$ cat src/rtl/hub_pkg.sv
// Shared types, defaults and helpers for the repeater-hub transmit arbiter.
package hub_pkg;

  typedef enum logic [1:0] {
    IDLE  = 2'd0,
    FWD   = 2'd1,
    TRUNC = 2'd2,
    IFG   = 2'd3
  } state_e;

  localparam int IFG_CYCLES_DEF = 12;
  localparam int MAX_LEN_DEF    = 1522;
  localparam int CNT_W          = 16;
  localparam int LEN_W          = 16;

  // Number of set bits in a request vector of up to eight ports.
  function automatic logic [3:0] popcount8(input logic [7:0] v);
    logic [3:0] n;
    n = 4'd0;
    for (int i = 0; i < 8; i++) begin
      n = n + {3'd0, v[i]};
    end
    return n;
  endfunction

endpackage

$ cat src/rtl/rr_pick.sv
// Combinational round-robin picker: first set request at or after ptr, wrapping.
module rr_pick #(
  parameter int NPORT = 4,
  parameter int PW    = $clog2(NPORT)
) (
  input  logic [NPORT-1:0] req,
  input  logic [PW-1:0]    ptr,
  output logic [NPORT-1:0] grant_oh,
  output logic [PW-1:0]    grant_idx
);

  localparam int SW = PW + 1;

  logic [SW-1:0] sum_s;
  logic [PW-1:0] idx_s;
  logic          found_s;

  // Scan from ptr upward with wrap; the first requester wins.
  always_comb begin
    grant_oh  = {NPORT{1'b0}};
    grant_idx = {PW{1'b0}};
    found_s   = 1'b0;
    sum_s     = {SW{1'b0}};
    idx_s     = {PW{1'b0}};
    for (int k = 0; k < NPORT; k++) begin
      sum_s = {1'b0, ptr} + SW'(k);
      if (sum_s >= SW'(NPORT)) begin
        sum_s = sum_s - SW'(NPORT);
      end else begin
        sum_s = sum_s;
      end
      idx_s = sum_s[PW-1:0];
      if (!found_s && req[idx_s]) begin
        found_s         = 1'b1;
        grant_oh[idx_s] = 1'b1;
        grant_idx       = idx_s;
      end else begin
        found_s = found_s;
      end
    end
  end

endmodule

$ cat src/rtl/hub_tx_arbiter.sv
// Frame-level round-robin arbiter feeding the shared hub transmit datapath,
// with collision flagging, inter-frame gap and over-length truncation.
module hub_tx_arbiter
  import hub_pkg::*;
#(
  parameter int NPORT      = 4,
  parameter int IFG_CYCLES = IFG_CYCLES_DEF,
  parameter int MAX_LEN    = MAX_LEN_DEF,
  parameter int PW         = $clog2(NPORT)
) (
  input  logic               clk,
  input  logic               rst_n,
  input  logic [NPORT-1:0]   rx_dv,
  input  logic [NPORT-1:0]   rx_er,
  input  logic [8*NPORT-1:0] rxd,
  output logic               tx_en,
  output logic               tx_er,
  output logic [7:0]         txd,
  output logic [PW-1:0]      tx_src,
  output logic [NPORT-1:0]   col,
  output logic [CNT_W-1:0]   fwd_cnt,
  output logic [CNT_W-1:0]   drop_cnt
);

  localparam int IW = $clog2(IFG_CYCLES + 1);

  state_e           state_r, state_s;
  logic [NPORT-1:0] rx_dv_q_r, req_s, pick_oh_s, fwd_oh_s, owner_oh_s;
  logic             armed_r;
  logic [PW-1:0]    owner_r, rr_ptr_r, pick_idx_s, fwd_idx_s, ptr_nx_s;
  logic [LEN_W-1:0] len_r, len_s;
  logic [IW-1:0]    ifg_cnt_r, ifg_cnt_s;
  logic             grant_s, fwd_s, trunc_s;
  logic [7:0]       byte_s;
  logic [3:0]       drops_s;
  logic [CNT_W:0]   fwd_sum_s, drop_sum_s;

  // armed_r masks the first cycle after reset so a port already mid-frame needs a fresh edge.
  assign req_s  = armed_r ? (rx_dv & ~rx_dv_q_r) : {NPORT{1'b0}};
  assign tx_src = owner_r;

  rr_pick #(
    .NPORT (NPORT),
    .PW    (PW)
  ) u_rr_pick (
    .req       (req_s),
    .ptr       (rr_ptr_r),
    .grant_oh  (pick_oh_s),
    .grant_idx (pick_idx_s)
  );

  // Next-state, forwarding decision and per-frame counters.
  always_comb begin
    state_s   = state_r;
    len_s     = len_r;
    ifg_cnt_s = ifg_cnt_r;
    grant_s   = 1'b0;
    fwd_s     = 1'b0;
    trunc_s   = 1'b0;
    fwd_idx_s = owner_r;
    fwd_oh_s  = {NPORT{1'b0}};
    case (state_r)
      IDLE: begin
        if (|req_s) begin
          grant_s   = 1'b1;
          fwd_s     = 1'b1;
          fwd_idx_s = pick_idx_s;
          fwd_oh_s  = pick_oh_s;
          len_s     = LEN_W'(1);
          state_s   = FWD;
        end else begin
          state_s = IDLE;
        end
      end
      FWD: begin
        if (rx_dv[owner_r]) begin
          fwd_s    = 1'b1;
          fwd_oh_s = owner_oh_s;
          // len_r counts bytes already sent, so this byte is number len_r+1.
          if (len_r == LEN_W'(MAX_LEN - 1)) begin
            trunc_s = 1'b1;
            state_s = TRUNC;
          end else begin
            len_s = len_r + LEN_W'(1);
          end
        end else begin
          ifg_cnt_s = IW'(IFG_CYCLES - 1);
          state_s   = IFG;
        end
      end
      TRUNC: begin
        if (!rx_dv[owner_r]) begin
          ifg_cnt_s = IW'(IFG_CYCLES - 1);
          state_s   = IFG;
        end else begin
          state_s = TRUNC;
        end
      end
      IFG: begin
        ifg_cnt_s = ifg_cnt_r - IW'(1);
        if (ifg_cnt_r <= IW'(1)) begin
          state_s = IDLE;
        end else begin
          state_s = IFG;
        end
      end
      default: begin
        state_s = IDLE;
      end
    endcase
  end

  // Pointer advance, owner decode, byte select and saturating counter sums.
  always_comb begin
    if (pick_idx_s == PW'(NPORT - 1)) begin
      ptr_nx_s = {PW{1'b0}};
    end else begin
      ptr_nx_s = pick_idx_s + PW'(1);
    end
    owner_oh_s = {{(NPORT-1){1'b0}}, 1'b1} << owner_r;
    byte_s     = rxd[{fwd_idx_s, 3'b000} +: 8];
    drops_s    = popcount8(8'(req_s)) - {3'd0, grant_s};
    fwd_sum_s  = {1'b0, fwd_cnt} + {{CNT_W{1'b0}}, grant_s};
    drop_sum_s = {1'b0, drop_cnt} + {{(CNT_W-3){1'b0}}, drops_s};
  end

  // State, frame bookkeeping and registered outputs.
  always_ff @(posedge clk or negedge rst_n) begin
    if (!rst_n) begin
      state_r   <= IDLE;
      rx_dv_q_r <= {NPORT{1'b0}};
      armed_r   <= 1'b0;
      owner_r   <= {PW{1'b0}};
      rr_ptr_r  <= {PW{1'b0}};
      len_r     <= {LEN_W{1'b0}};
      ifg_cnt_r <= {IW{1'b0}};
      tx_en     <= 1'b0;
      tx_er     <= 1'b0;
      txd       <= 8'd0;
      col       <= {NPORT{1'b0}};
      fwd_cnt   <= {CNT_W{1'b0}};
      drop_cnt  <= {CNT_W{1'b0}};
    end else begin
      state_r   <= state_s;
      rx_dv_q_r <= rx_dv;
      armed_r   <= 1'b1;
      len_r     <= len_s;
      ifg_cnt_r <= ifg_cnt_s;
      if (grant_s) begin
        owner_r  <= pick_idx_s;
        rr_ptr_r <= ptr_nx_s;
      end else begin
        owner_r  <= owner_r;
        rr_ptr_r <= rr_ptr_r;
      end
      tx_en    <= fwd_s;
      tx_er    <= fwd_s & (rx_er[fwd_idx_s] | trunc_s);
      txd      <= fwd_s ? byte_s : 8'd0;
      col      <= rx_dv & ~fwd_oh_s;
      fwd_cnt  <= fwd_sum_s[CNT_W] ? {CNT_W{1'b1}} : fwd_sum_s[CNT_W-1:0];
      drop_cnt <= drop_sum_s[CNT_W] ? {CNT_W{1'b1}} : drop_sum_s[CNT_W-1:0];
    end
  end

endmodule

$ cat config.mk
export PLATFORM = sky130hd
export DESIGN_NAME = hub_tx_arbiter
export DESIGN_NICKNAME = d
export VERILOG_FILES = /design/src/rtl/hub_pkg.sv /design/src/rtl/rr_pick.sv /design/src/rtl/hub_tx_arbiter.sv
export SDC_FILE = /design/constraint.sdc
export NUM_CORES = 1
export LEC_CHECK = 0
export ABC_AREA = 1
export BUFFER_PORTS_ARGS = -buffer_cell sky130_fd_sc_hd__buf_4
export CORE_ASPECT_RATIO = 0.5
export CORE_MARGIN = 8
export CORE_UTILIZATION = 53
export CTS_BUF_LIST = sky130_fd_sc_hd__clkbuf_4 sky130_fd_sc_hd__clkbuf_8
export DETAILED_ROUTE_END_ITERATION = 16
export GPL_ROUTABILITY_DRIVEN = 0
export PLACE_DENSITY = 0.79
export SLEW_MARGIN = 20
export SYNTH_ARGS = -nofsm -noshare
export SYNTH_HDL_FRONTEND = slang
export SYNTH_SLANG_ARGS = --single-unit
$ cat constraint.sdc
create_clock -name clk -period 4.19 [get_ports clk]
set_clock_uncertainty 0.15 [all_clocks]
set_input_delay 0.838 -clock clk [delete_from_list [all_inputs] [get_ports clk]]
set_output_delay 0.838 -clock clk [all_outputs]
set_load 0.03 [all_outputs]
-- Yosys cells after proc, flatten, opt, wreduce, memory -nomap -nowiden
Cells that the tools add are included.
- add/subtract/negate cells: 16
- order comparisons: 15
- equality and inequality tests: 10
- shifts and indexed selects: 2
- mux-type cells: 64
- bitwise operators: 9
- reduce and logical (&&, ||, !) cells: 17
- operator list (operator ; count):
    16-bit 2-to-1 mux ; 5
    4-bit 2-to-1 mux ; 8
    16-bit one-hot mux with 2 select lines ; 1
    32-bit by 6-bit indexed part select with 8-bit output ; 1
    2-bit 2-to-1 mux ; 14
    1-bit 2-to-1 mux ; 21
    2-bit by 3-bit less-than comparator with 1-bit output, second input constant ; 6
    16-bit by 1-bit adder with 17-bit output ; 1
    16-bit by 4-bit adder with 17-bit output ; 1
    16-bit by 1-bit adder with 16-bit output, second input constant ; 1
    16-bit by 11-bit equality test with 1-bit output, second input constant ; 1
    4-bit one-hot mux with 2 select lines ; 2
    1-bit binary-select mux with 2-bit select ; 6
    4-bit bitwise OR ; 3
    3-bit >= comparator, second input constant ; 3
    4-bit bitwise AND ; 2
    1-bit demux with 2-bit select ; 4
    2-bit by 1-bit >= comparator with 1-bit output, second input constant ; 4
    8-bit 2-to-1 mux ; 1
    2-bit != test, second input constant ; 4
    4-bit NOT ; 2
    2-bit one-hot mux with 4 select lines ; 1
    2-bit by 1-bit subtractor with 2-bit output, second input constant ; 4
    1-bit logical AND ; 7
    24 further kinds ; 30
- register bits: 77
- input port bits: 42
- output and inout bits: 48
- logic and storage cells: 146

-- Logic depth before layout (Yosys ltp)
Gate-level depths: netlist of the first run.
- word-level depth: 21
- gate-level depth with buffers: 23
- gate-level depth less buffers: 23

-- Hierarchy
From an unflattened synthesis of the first run, not the netlist that was laid out.
- cell total of the unflattened synthesis: 655
- area, all modules: 5024.8 sq um
- modules (own cells, without submodules) (module ; times used ; cells each ; area an instance (sq um) ; seq. area each (sq um)):
    hub_tx_arbiter ; 1 ; 582 ; 4585.6 ; 1926.8
    rr_pick ; 1 ; 73 ; 439.2 ; 0.0

-- Worst setup path after synthesis of the first run
No wires, ideal clock.
- kind: input port to flip-flop
- start: in rx_dv[2]
- end: reg drop_cnt[13]
- library setup time: 0.069 ns
- arrival: 4.292 ns
- data required time: 3.971 ns
- path slack: -0.321 ns
- stages on the path: 20
- path buffers: 0
- cell sequence: nand3_2 nand4_1 inv_2 nor2_8 ha_1 inv_1 fa_1 ha_1 fa_1 xor2_1 ha_1 nand3_1 nand2_1 a21oi_1 nor3b_1 nand3_1 nor2_1 nand3_1 or2_2 nand3_1
- cells in the longest elaborated chain, start to end: 8
- elaborated cells between the ends (all ways): 10
- classes of those cells: add/sub: 4; mux: 4; bitwise: 1; reduce/logical: 1
- ends and longest elaborated chain (what ; line ; RTL):
    start: declaration ; hub_tx_arbiter.sv:13 ; input logic [NPORT-1:0] rx_dv,
    4-bit bitwise AND ; hub_tx_arbiter.sv:39 ; assign req_s = armed_r ? (rx_dv & ~rx_dv_q_r) : {NPORT{1'b0}};
    4-bit 2-to-1 mux ; hub_tx_arbiter.sv:39 ;
    4-bit OR reduction ; hub_tx_arbiter.sv:64 ; if (|req_s) begin
    1-bit 2-to-1 mux ; hub_tx_arbiter.sv:64 ;
    1-bit 2-to-1 mux ; hub_tx_arbiter.sv:62 ; case (state_r)
    net grant_s ; hub_tx_arbiter.sv:33 ; logic grant_s, fwd_s, trunc_s;
    4-bit by 1-bit subtractor with 4-bit output ; hub_tx_arbiter.sv:122 ; drops_s = popcount8(8'(req_s)) - {3'd0, grant_s};
    16-bit by 4-bit adder with 17-bit output ; hub_tx_arbiter.sv:124 ; drop_sum_s = {1'b0, drop_cnt} + {{(CNT_W-3){1'b0}}, drops_s};
    16-bit 2-to-1 mux ; hub_tx_arbiter.sv:161 ; drop_cnt <= drop_sum_s[CNT_W] ? {CNT_W{1'b1}} : drop_sum_s[CNT_W-1:0];
    end signal: assignment ; hub_tx_arbiter.sv:142 ; drop_cnt <= {CNT_W{1'b0}};
    end signal: assignment ; hub_tx_arbiter.sv:161 ;
    end: declaration ; hub_tx_arbiter.sv:22 ; output logic [CNT_W-1:0] drop_cnt
The timed path passes the listed nets, and every way through them passes these cells.
A chain may end at the register's enable or synchronous reset.

-- Worst setup path after layout of the first run
Ends and elaborated chain as after synthesis.

==> out/metrics.cfg, run 1 <==
[worst_setup_path]
path_class = input pin to register
crit_fanout = 4
worst_setup_path_start_kind = input pin
worstPathArrival_ns = 4.32
cp.required_ns = 4.34
worst_setup_path_end_kind = register

[synth]
syn-cell-area_um2 = 5000
ys_warn_count = 0
ys.flop_type = dfrtp_1
synth_seq_area_share = 0.385
ys_types = 39
synthTopCellsByArea = dfrtp_1, nand2_1, nand3_1, inv_1, ha_1
postSynthCellCount = 643
synth_nets = 714
synth_top_cell_by_area = dfrtp_1
synth_top_area_share = 0.385
synth_area_per_cell_um2 = 7.78
synth-seq-cells = 77
async_flop_share = 1.00
synth_edf_count = 0

[floorplan]
dieHeight_um = 84.7
dieArea_um2 = 13000
core-area_um2 = 9320
row_count = 25
die_x_um = 153
ioPinCount = 90
start_util = 0.537

[cts]
cts_root_buffer = clkbuf_8
clk_pin_slew_ns = 0.09
clockBufferDepth = 2
numCtsBuffers = 9
htree_levels = 3
insertion_delay_ns = 0.35
cts_tree = built
cts_sinks = 77

[global_route]
grt_pass1_wl_um = 20000
antenna_found_initial = 0
grt_pass1_vias = 4495
grt-ovfl-total = 0
grt_max_degree = 78
grtUsageTotal = 0.185

[sta]
slew_violations = 0
hold_viol_final = 0
worstMarginPinSlew_ns = 0.948
fin_crit_ns = 4.16
tns_ns = 0
relSlewSlack = 0.368
finalSetupViolations = 0
hold_slack_ns = 0.386
rsz0062_at_grt = yes
max_freq_mhz = 240
fin_crit_sh = 0.994

[layout]
final_cells = 881
finalNetCount = 826
antenna_cells = 0
post-route-util = 0.666
area_growth_syn_to_layout_pct = 24.1
drive_gt1_frac = 0.267

[status]
outcome = complete, no violations

[placement]
dp.cells = 861
port_buffers = 89
dpl.hpwl_um = 8860

[pwr]
seqPwrFrac = 0.292
clkPwrFrac = 0.144
power.total_w = 0.00372
peakVddDrop_v = 0.000335
power_leakage_nw = 3.21
switchingPower_w = 0.00181
pwr-share-comb = 0.564
p_sw_frac = 0.486
powerDensity_nw_per_um2 = 599
p_int_w = 0.00191

[detailed_routing]
num_vias = 4541
firstDrtPassIters = 5
drt-wirelength-per-cell_um = 13.3
remaining_drc_errors = 0
ant_nets = 0
wl_um = 11700
drtIter0Drc = 274
via_per_inst = 5.15

[job]
drv_cap = 0

[worst_hold_path]
min_path_type = register to register

-- cells by family (layout without fill, tap and decap cells) --
family / count (synthesis) / after routing / synth area share
buffers and inverters: 116 / 233 / 0.0946
AO/OA/AOI/OAI: 61 / 61 / 0.0701
other: 1 / 1 / 0.000750
adder cells (fa/ha/maj): 29 / 29 / 0.0771
XOR/XNOR: 22 / 22 / 0.0385
flip-flops: 77 / 77 / 0.385
AND/OR/NAND/NOR: 337 / 337 / 0.334
-- worst paths after layout --
kind	slack, ns	from	end	cells after the start
setup / recovery	0.03	rx_dv[2]	drop_cnt[13]	21
hold / removal	0.39	len_r[15]	len_r[15]	2
setup reg to reg	0.06	armed_r	drop_cnt[13]	20
hold reg to reg	0.39	len_r[15]	len_r[15]	2
max in group asynchronous	2.76	rst_n	armed_r	1
min in group asynchronous	0.49	rst_n	txd[6]	1
-- area by class of cell --
cell class	instances	area, µm²
clock buffer	11	151
clock inverter	5	33.8
fill	788	3110
inverter	105	397
multi-input combinational	450	2690
sequential	77	1930
tap	121	151
timing repair buffer	112	860
-- cells in the mapped netlist, types with 8 or more instances --
library cell / count
o21ai_0: 23
nand3b_1: 8
inv_1: 101
nand2_1: 120
ha_1: 26
dfrtp_1: 77
nor2_1: 42
nand2_2: 22
a21oi_1: 20
xor2_1: 17
nand3_1: 82
nor3_1: 16
nand4_1: 13
or2_2: 9
-- power groups by stage --
stage / Clock [W] / Combinational, W / Sequential, W
detailed placement: 0 / 0.00207 / 0.00110
finish: 0.000534 / 0.00210 / 0.00109
global placement: 0 / 0.00203 / 0.00109
global route: 0.000582 / 0.00235 / 0.00111
CTS: 0.000548 / 0.00208 / 0.00108
floorplan: 0 / 0.00132 / 0.00129
-- through the flow --
step           area (µm²)  worst slack, ns
3_5_place_dp         5940           -0.317
3_3_place_gp         5940           -0.249
5_1_grt              6210           -0.158
4_1_cts              6130           0.0392
2_1_floorplan        5060           -0.125
6_report             6210           0.0252
-- flip-flops by register name, summed over array words and instances, names as in the netlist, named ones only --
name,cells
drop_cnt,16
fwd_cnt,16
len_r,16
txd,8
col,4
ifg_cnt_r,4
rx_dv_q_r,4
state_r,2
tx_src,2
armed_r,1
rr_ptr_r,1
tx_en,1
tx_er,1
-- critical path, stage by stage --
cell and delay (ns):
buf_6 0.09, nand3_2 0.08, nand4_1 0.16, inv_2 0.15, nor2_8 0.05, ha_4 0.25, inv_2 0.03, fa_1 0.43
ha_2 0.20, fa_2 0.33, xor2_1 0.16, ha_1 0.33, nand3_1 0.09, nand2_1 0.10, a21oi_2 0.07, nor3b_2 0.21
nand3_1 0.14, nor2_2 0.14, nand3_2 0.13, or2_4 0.25, nand3_2 0.05
-- metal layers --
layer / GRT usage / part of all wire / vias up
met4: 0.0459 / 0.011 / 0
met3: 0.0651 / 0.072 / 14
met5: 0 / 0 / -
met1: 0.223 / 0.47 / 2091
met2: 0.310 / 0.45 / 136
li1: - / - / 2300
-- cells in the final DEF, fill, tap and decap left out, types with 6 or more instances in the layout --
master | Yosys | routed
dfrtp_1 | 77 | 76
ha_1 | 26 | 23
nor3_1 | 16 | 16
nand2_1 | 120 | 119
nand3b_1 | 8 | 8
nand3_1 | 82 | 79
a21oi_1 | 20 | 19
nor2_2 | 3 | 6
nor2_1 | 42 | 39
nand4_1 | 13 | 13
inv_1 | 101 | 97
buf_4 | 0 | 108
o31ai_1 | 7 | 7
xor2_1 | 17 | 17
inv_2 | 3 | 7
clkbuf_8 | 0 | 11
or2_2 | 9 | 8
nand3_2 | 7 | 8
o21ai_0 | 23 | 21
nand2_2 | 22 | 23
-- repair_timing --
action | in CTS | in global routing
buffers inserted | 0 | 4
gates resized for setup | 0 | 15
hold buffers | 0 | 0
endpoints found under the setup margin | 0 | 14
Power figures use the tool's default switching activity.
==> run 2: changes to the inputs <==
==> constraint.sdc (replaced) <==
create_clock -name clk -period 4.19 [get_ports clk]
set_clock_uncertainty 0.15 [all_clocks]
set_input_delay 0.2095 -clock clk [delete_from_list [all_inputs] [get_ports clk]]
set_output_delay 0.2095 -clock clk [all_outputs]
set_load 0.03 [all_outputs]
==> out/metrics.cfg, run 2 (same netlist as run 1, synthesis figures left out) <==
[worst_setup_path]
worst_setup_path_end_kind = register
worstPathArrival_ns = 4.16
crit_chain = nand3_2 > nand4_1 > inv_2 > nor2_8 > ha_4 > inv_2 > fa_1 > ha_2 > fa_2 > xor2_1 > ha_1 > nand3_2 > nand2_2 > a21oi_2 > nor3b_2 > nand3_2 > nor2_4 > nand3_2 > or2_4 > nand3_1
max_stage_delay_ns = 0.46
path_class = register to register
crit_fanout = 5
worst_setup_path_start_kind = register
path_buf_inv = 2
crit_family = adder cells
crit_slowest_cell = dfrtp_2
crit_path_frequent_cell = nand3_2
cp.required_ns = 4.33

[pwr]
powerDensity_nw_per_um2 = 623
peakVddDrop_v = 0.000325
seqPwrFrac = 0.279
clkPwrFrac = 0.160
power_leakage_nw = 3.21
p_sw_frac = 0.473
switchingPower_w = 0.00184
power.total_w = 0.00390
pwr-share-comb = 0.562
p_int_w = 0.00205

[layout]
post-route-util = 0.671
seqCellArea_um2 = 1930
multi_input_area_um2 = 2700
finalNetCount = 825
fill_cells = 805
final_common_cell = nand2_1
area_growth_syn_to_layout_pct = 25.0
drive_gt1_frac = 0.263
antenna_cells = 0
layout_common_cells = nand2_1, buf_4, inv_1
biggestRegsByFlops = drop_cnt: 16 flops, fwd_cnt: 16 flops, len_r: 16 flops
fin_area_um2 = 6250

[cts]
cts_sinks = 77
insertion_delay_ns = 0.35
htree_levels = 3
clk_pin_slew_ns = 0.08
numCtsBuffers = 9
clockBufferDepth = 2
cts_tree = built
cts_root_buffer = clkbuf_8

[global_route]
grt-ovfl-total = 0
grt_max_degree = 78
antenna_found_initial = 0
grt_pass1_vias = 4548
grtUsageTotal = 0.185
grt_pass1_wl_um = 20200

[placement]
port_buffers = 89
place_area_um2 = 5820
dpl.hpwl_um = 8880

[status]
outcome = complete, no violations

[detailed_routing]
drtIter0Drc = 295
num_vias = 4644
remaining_drc_errors = 0
ant_nets = 0
wl_um = 12100
via_per_inst = 5.28
firstDrtPassIters = 5
drt-wirelength-per-cell_um = 13.8

[job]
drv_cap = 0

[worst_hold_path]
min_path_type = input pin to register

[sta]
fin_crit_ns = 4.01
relSlewSlack = 0.504
fin_crit_sh = 0.958
hold_slack_ns = 0.0457
max_freq_mhz = 249
worstMarginPinSlew_ns = 0.741
slew_violations = 0
hold_viol_final = 0
finalSetupViolations = 0
rsz0062_at_grt = yes

[floorplan]
core-area_um2 = 9320
start_util = 0.537
dieArea_um2 = 13000
die_x_um = 153
dieHeight_um = 84.7
row_count = 25
ioPinCount = 90

## run 2: what timing repair did
| item | in CTS | in global routing |
|---|---|---|
| buffers inserted | 4 | 2 |
| resized for setup | 4 | 26 |
| pin swaps | 4 | 16 |
| hold buffers | 5 | 0 |
| endpoints found under the setup margin | 3 | 16 |
| endpoints found under the hold margin | 84 | 0 |
## run 2: worst paths after layout
check | endpoint | from | slack (ns) | cells after the start
worst min-delay path | txd[3] | rxd[3] | 0.05 | 5
worst min register to register | len_r[15] | len_r[15] | 0.39 | 2
worst max-delay path | drop_cnt[13] | armed_r | 0.18 | 20
min in group asynchronous | txd[0] | rst_n | 0.21 | 2
max in group asynchronous | fwd_cnt[6] | rst_n | 3.09 | 3
worst max register to register | drop_cnt[13] | armed_r | 0.18 | 20
## run 2: worst register-to-register path, cell delays in order, from the launching register on
cell and delay [ns]:
dfrtp_2 0.46, nand3_2 0.10, nand4_1 0.11, inv_2 0.12, nor2_8 0.05, ha_4 0.26
inv_2 0.03, fa_1 0.45, ha_2 0.20, fa_2 0.36, xor2_1 0.15, ha_1 0.36
nand3_2 0.10, nand2_2 0.08, a21oi_2 0.06, nor3b_2 0.23, nand3_2 0.15, nor2_4 0.13
nand3_2 0.10, or2_4 0.24, nand3_1 0.06
## run 2: metrics by stage
step	std cells	worst slack [ns]	TNS (ns)
detailed placement	852	-0.0770	-0.112
global placement	852	0.0261	0
global route	879	-0.0324	-0.102
CTS	876	0.0145	0
finish	879	0.176	0
floorplan	643	0.0606	0
## run 2: layout make-up
cell class | count | area share
Clock inverter | 4 | 0.0116
Inverter | 105 | 0.0634
Tap cell | 121 | 0.0242
Multi-Input combinational cell | 450 | 0.431
Clock buffer | 11 | 0.0232
Timing Repair Buffer | 111 | 0.138
Sequential cell | 77 | 0.308
## run 2: power by group through the flow
| stage | Clock [W] | Sequential, W | Combinational (W) |
|---|---|---|---|
| final | 0.000623 | 0.00109 | 0.00219 |
| after detailed placement | 0 | 0.00109 | 0.00206 |
| after global placement | 0 | 0.00109 | 0.00201 |
| after global routing | 0.000674 | 0.00111 | 0.00241 |
| after CTS | 0.000642 | 0.00108 | 0.00209 |
| after floorplan | 0 | 0.00129 | 0.00130 |
## run 2: routing by layer
| layer | vias up | routed length (µm) | share of wire | GRT usage |
|---|---|---|---|---|
| li1 | 2305 | - | - | - |
| met1 | 2151 | 5460 | 0.45 | 0.220 |
| met2 | 167 | 5480 | 0.45 | 0.308 |
| met3 | 21 | 979 | 0.081 | 0.0661 |
| met4 | 0 | 201 | 0.017 | 0.0618 |
| met5 | - | 0 | 0 | 0 |
